File: src/rtl/fetch_align.sv
// Instruction fetch/align stage: turns a word-wide, one-cycle-latency imem into an
// instruction stream. Compressed (16-bit) support is built when FETCH_RVC_EN is defined.
module fetch_align #(
  parameter int          ADDR_WIDTH = 9,
  parameter logic [31:0] RESET_PC   = 32'h0000_0000
) (
  input  logic                  clk,
  input  logic                  rst,
  output logic [ADDR_WIDTH-1:0] imem_addr,
  input  logic [31:0]           imem_dout,
  input  logic                  stall,
  input  logic                  redirect,
  input  logic [31:0]           redirect_pc,
  output logic                  instr_valid,
  output logic [31:0]           instr,
  output logic [31:0]           instr_pc,
  output logic                  instr_is_rvc
);

`ifdef FETCH_RVC_EN
  localparam logic [31:0] PC_MASK = 32'hFFFF_FFFE;
  typedef enum logic [1:0] {FILL, RUN, SPLIT} state_t;
`else
  localparam logic [31:0] PC_MASK = 32'hFFFF_FFFC;
  typedef enum logic [1:0] {FILL, RUN} state_t;
`endif

  state_t      state_q, state_d;
  logic [31:0] fpc_q, fpc_d, pc_next;
  logic        emit;
  logic [31:0] e_instr, e_pc;
  logic        e_rvc;
`ifdef FETCH_RVC_EN
  logic [15:0] buf_q, buf_d, h;
`endif

  always_comb begin
    state_d = state_q;
    fpc_d   = fpc_q;
    emit    = 1'b0;
    e_instr = imem_dout;
    e_pc    = fpc_q;
    e_rvc   = 1'b0;
`ifdef FETCH_RVC_EN
    buf_d   = buf_q;
    h       = fpc_q[1] ? imem_dout[31:16] : imem_dout[15:0];
`endif
    case (state_q)
      FILL: if (!stall) state_d = RUN;
      RUN: if (!stall) begin
`ifdef FETCH_RVC_EN
        if (h[1:0] != 2'b11) begin
          emit    = 1'b1;
          e_instr = {16'h0000, h};
          e_rvc   = 1'b1;
          fpc_d   = fpc_q + 32'd2;
        end else if (!fpc_q[1]) begin
          emit  = 1'b1;
          fpc_d = fpc_q + 32'd4;
        end else begin
          // Lower half of a word-spanning instruction: park it, fetch the next word.
          buf_d   = h;
          fpc_d   = fpc_q + 32'd2;
          state_d = SPLIT;
        end
`else
        emit  = 1'b1;
        fpc_d = fpc_q + 32'd4;
`endif
      end
`ifdef FETCH_RVC_EN
      SPLIT: if (!stall) begin
        // Upper half comes from this word's low half, so step past it.
        emit    = 1'b1;
        e_instr = {imem_dout[15:0], buf_q};
        e_pc    = fpc_q - 32'd2;
        fpc_d   = fpc_q + 32'd2;
        state_d = RUN;
      end
`endif
      default: state_d = FILL;
    endcase
    if (redirect) begin
      fpc_d   = redirect_pc & PC_MASK;
      state_d = FILL;
      emit    = 1'b0;
`ifdef FETCH_RVC_EN
      buf_d   = 16'h0000;
`endif
    end
  end

  assign pc_next   = rst ? (RESET_PC & PC_MASK) : fpc_d;
  assign imem_addr = pc_next[ADDR_WIDTH+1:2];

  logic unused_bits;
  assign unused_bits = ^{pc_next, redirect_pc};

  always_ff @(posedge clk) begin
    if (rst) begin
      state_q      <= FILL;
      fpc_q        <= RESET_PC & PC_MASK;
      instr_valid  <= 1'b0;
      instr        <= 32'h0;
      instr_pc     <= 32'h0;
      instr_is_rvc <= 1'b0;
`ifdef FETCH_RVC_EN
      buf_q        <= 16'h0000;
`endif
    end else begin
      state_q <= state_d;
      fpc_q   <= fpc_d;
`ifdef FETCH_RVC_EN
      buf_q   <= buf_d;
`endif
      if (redirect) begin
        instr_valid <= 1'b0;
      end else if (!stall) begin
        instr_valid <= emit;
        if (emit) begin
          instr        <= e_instr;
          instr_pc     <= e_pc;
          instr_is_rvc <= e_rvc;
        end
      end
    end
  end

endmodule

File: config.mk
export PLATFORM = sky130hd
export DESIGN_NAME = fetch_align
export DESIGN_NICKNAME = d
export VERILOG_FILES = /design/src/rtl/fetch_align.sv
export SDC_FILE = /design/constraint.sdc
export NUM_CORES = 1
export LEC_CHECK = 0
export CORE_ASPECT_RATIO = 0.5
export CORE_MARGIN = 2
export CORE_UTILIZATION = 35
export CTS_CLUSTER_DIAMETER = 30
export DETAILED_ROUTE_END_ITERATION = 10
export PLACE_DENSITY = 0.78
export RECOVER_POWER = 25
export SETUP_SLACK_MARGIN = 0.15
export SLEW_MARGIN = 25
export SYNTH_ARGS = -nofsm -noshare
export SYNTH_HDL_FRONTEND = slang
export SYNTH_SLANG_ARGS = --single-unit
File: constraint.sdc
create_clock -name clk -period 1.7 [get_ports clk]
set_input_delay 0.255 -clock clk [delete_from_list [all_inputs] [get_ports clk]]
set_output_delay 0.255 -clock clk [all_outputs]
set_load 0.01 [all_outputs]
==> flow_metrics.tcl <==
set metrics [dict create \
    synth_top_area_share 0.475 \
    drc 0 \
    cts_tree "done" \
    synth_area_leaders "dfxtp_1, nand2_1, a21oi_1" \
    async_reset_ff_frac 0 \
    grt_max_degree 38 \
    gp_congestion 0.829 \
    synth_mux_area_frac 0.0101 \
    post-route-cell-area_um2 6410 \
    fmax_ghz 0.498 \
    synth_compound_area_frac 0.157 \
    antenna_left 0 \
    fin_hold_ws_ns 0.243 \
    finalCritPeriodShare 1.18 \
    syn_area_um2 3960 \
    path_max_fanout 6 \
    hpwl_um 8010 \
    synth_top_area_cell "dfxtp_1" \
    layout.cells.non_filler 820 \
    place_area_um2 5830 \
    p_leak_nw 2.51 \
    status "finished, violations left" \
    drt-total-wl_um 12100 \
    synth-adder-area-share 0.00316 \
    num_rows 27 \
    rsz0062_at_grt "yes" \
    end_kind "output pin" \
    drive_above_1_share 0.203 \
    yosys_warnings 0 \
    die-area_um2 12200 \
    drt-initial-drc-count 279 \
    yosys-top-cells-count "nand2_1, dfxtp_1, a21oi_1" \
    hold_path.class "in2reg" \
    drv_slew 0 \
    vias_per_cell 4.85 \
    required_ns 1.44 \
    wl_per_cell_um 14.7 \
    grt_usage 0.188 \
    hold_viol 0 \
    antennaDiodeCount 0 \
    avgSynthCellArea_um2 8.02 \
    clkSinkCount 94 \
    ys_seq_area_frac 0.475 \
    violations "setup timing" \
    core-area_um2 11000 \
    dr.pass1.iters 4 \
    clkTransAtPathRegs_ns 0.07 \
    antenna_found_initial 0 \
    drv_cap 0 \
    grt_overflow 0 \
    period_minus_slack_ns 2.01 \
    synth_xor_xnor_area_share 0.0530 \
    synth_top_family_by_area "simple AND/OR/NAND/NOR gates" \
    worstSetupPathType "reg2out" \
    setup_violations 22 \
    root_buffer "clkbuf_16" \
    io_pins 143 \
    cts_hold_buf 0 \
    arrival_ns 1.75 \
    ys.flop_type "dfxtp_1" \
    fin_nets 739 \
    io_buffers 137 \
    vias 3975 \
    numPlacedInstances 795 \
    crit_path_start_kind "flop" \
    synth.distinct_cells 42 \
    syn_to_final_growth_pct 61.7 \
    die_w_um 155 \
    nFillCells 946 \
    cellPowerDensity_nw_per_um2 768 \
    ys_ff_latch 94 \
    ctsLongestPathBuffers 2 \
    tns_ns -3.97 \
    pre_cts_ws_ns -0.753 \
    finalClockSkew_ns 0.00676 \
    synth_edf_count 0 \
    worstSkewPairLatency_ns 0.34 \
    peakVddDrop_mv 0.399 \
    htreeDepth 3 \
    netlist_instances 494 \
    chipHeight_um 79.3 \
    grt_pass1_wl_um 18500 \
    p_total_mw 4.92 \
    synth_most_common_cell "nand2_1" \
    grt_pass1_vias 3690 \
    utilization 0.582 \
    timing.final.ws_setup_ns -0.309 \
    start_util 0.360 \
    synth-simple-area-share 0.245 \
    cts_inserted_buffers 9 \
]
## worst max-delay path, stage by stage, from the launching register on
cell and delay [ns]:
dfxtp_4 0.39, buf_6 0.11, nand4b_4 0.14, or3_1 0.37, a21oi_1 0.13, a21oi_1 0.06, nor2_2 0.08, buf_2 0.13
## cell type report
type	count	area, um2	share of cell area
Tap cell	145	181	0.0283
Timing Repair Buffer	198	1870	0.291
Inverter	19	71.3	0.0111
Multi-Input combinational cell	348	2080	0.325
Sequential cell	94	1900	0.297
Clock buffer	10	239	0.0373
Clock inverter	6	61.3	0.00956
## path summary, 6_finish.rpt
check / from / endpoint / slack (ns) / cells after the start
max: e_pc[2] / imem_addr[5] / -0.31 / 7
min: redirect / e_pc[5] / 0.24 / 3
max reg2reg: e_pc[2] / e_pc[19] / -0.21 / 10
min reg2reg: instr[8] / instr[8] / 0.46 / 2
## state kept, by name, summed over array words and instances, names as in the netlist
register and flops:
state_q 1, instr_valid 1, instr_pc 30, e_pc 30
instr 32
## per-layer routing
layer | global-route usage | up-vias | share of wire
li1 | - | 1987 | -
met3 | 0.0426 | 12 | 0.038
met5 | 0 | - | 0
met1 | 0.234 | 1897 | 0.43
met4 | 0.0574 | 0 | 0.012
met2 | 0.328 | 79 | 0.52
## report_power, final
part | internal [mW] | switching (mW) | leakage (nW)
registers | 2.27 | 0.0647 | 0.770
clock network | 1.18 | 0.858 | 0.148
logic | 0.323 | 0.236 | 1.59
## cell usage in the layout (no fill, tap or decap), types with 2 or more instances in the layout
master / n
conb_1: 3
nor2b_1: 2
nand4_1: 9
clkdlybuf4s50_1: 125
inv_1: 19
dfxtp_1: 82
xor2_1: 4
clkinv_2: 3
nand3_1: 4
buf_2: 9
clkbuf_16: 9
and4_1: 2
nand3_2: 5
a21oi_1: 81
o21ai_1: 5
nand3_4: 2
xnor2_1: 16
buf_6: 14
dfxtp_4: 3
and3_1: 6
nor2_1: 10
a211oi_1: 2
buf_12: 3
buf_4: 46
nor2b_2: 2
a21oi_2: 3
nor2_4: 4
a21o_1: 2
mux2i_1: 4
xnor2_2: 4
dfxtp_2: 9
nand2_1: 137
or3_1: 2
nor4_4: 4
nor3_4: 2
o21a_1: 15
## timing repair
item	CTS	global route
endpoints found under the hold margin	0	0
pin swaps	29	17
gates resized for setup	82	16
setup endpoints to repair	91	78
setup buffers	7	2
## cell families (layout without fill, tap and decap cells)
logic type | count (synthesis) | after routing
XOR/XNOR | 24 | 24
AO/OA/AOI/OAI | 112 | 112
multiplexers | 4 | 4
flip-flops | 94 | 94
AND/OR/NAND/NOR | 204 | 204
adder cells (fa/ha/maj) | 1 | 1
other | 1 | 3
buffers and inverters | 54 | 233
No activity file was read; power rests on OpenSTA's default activity.
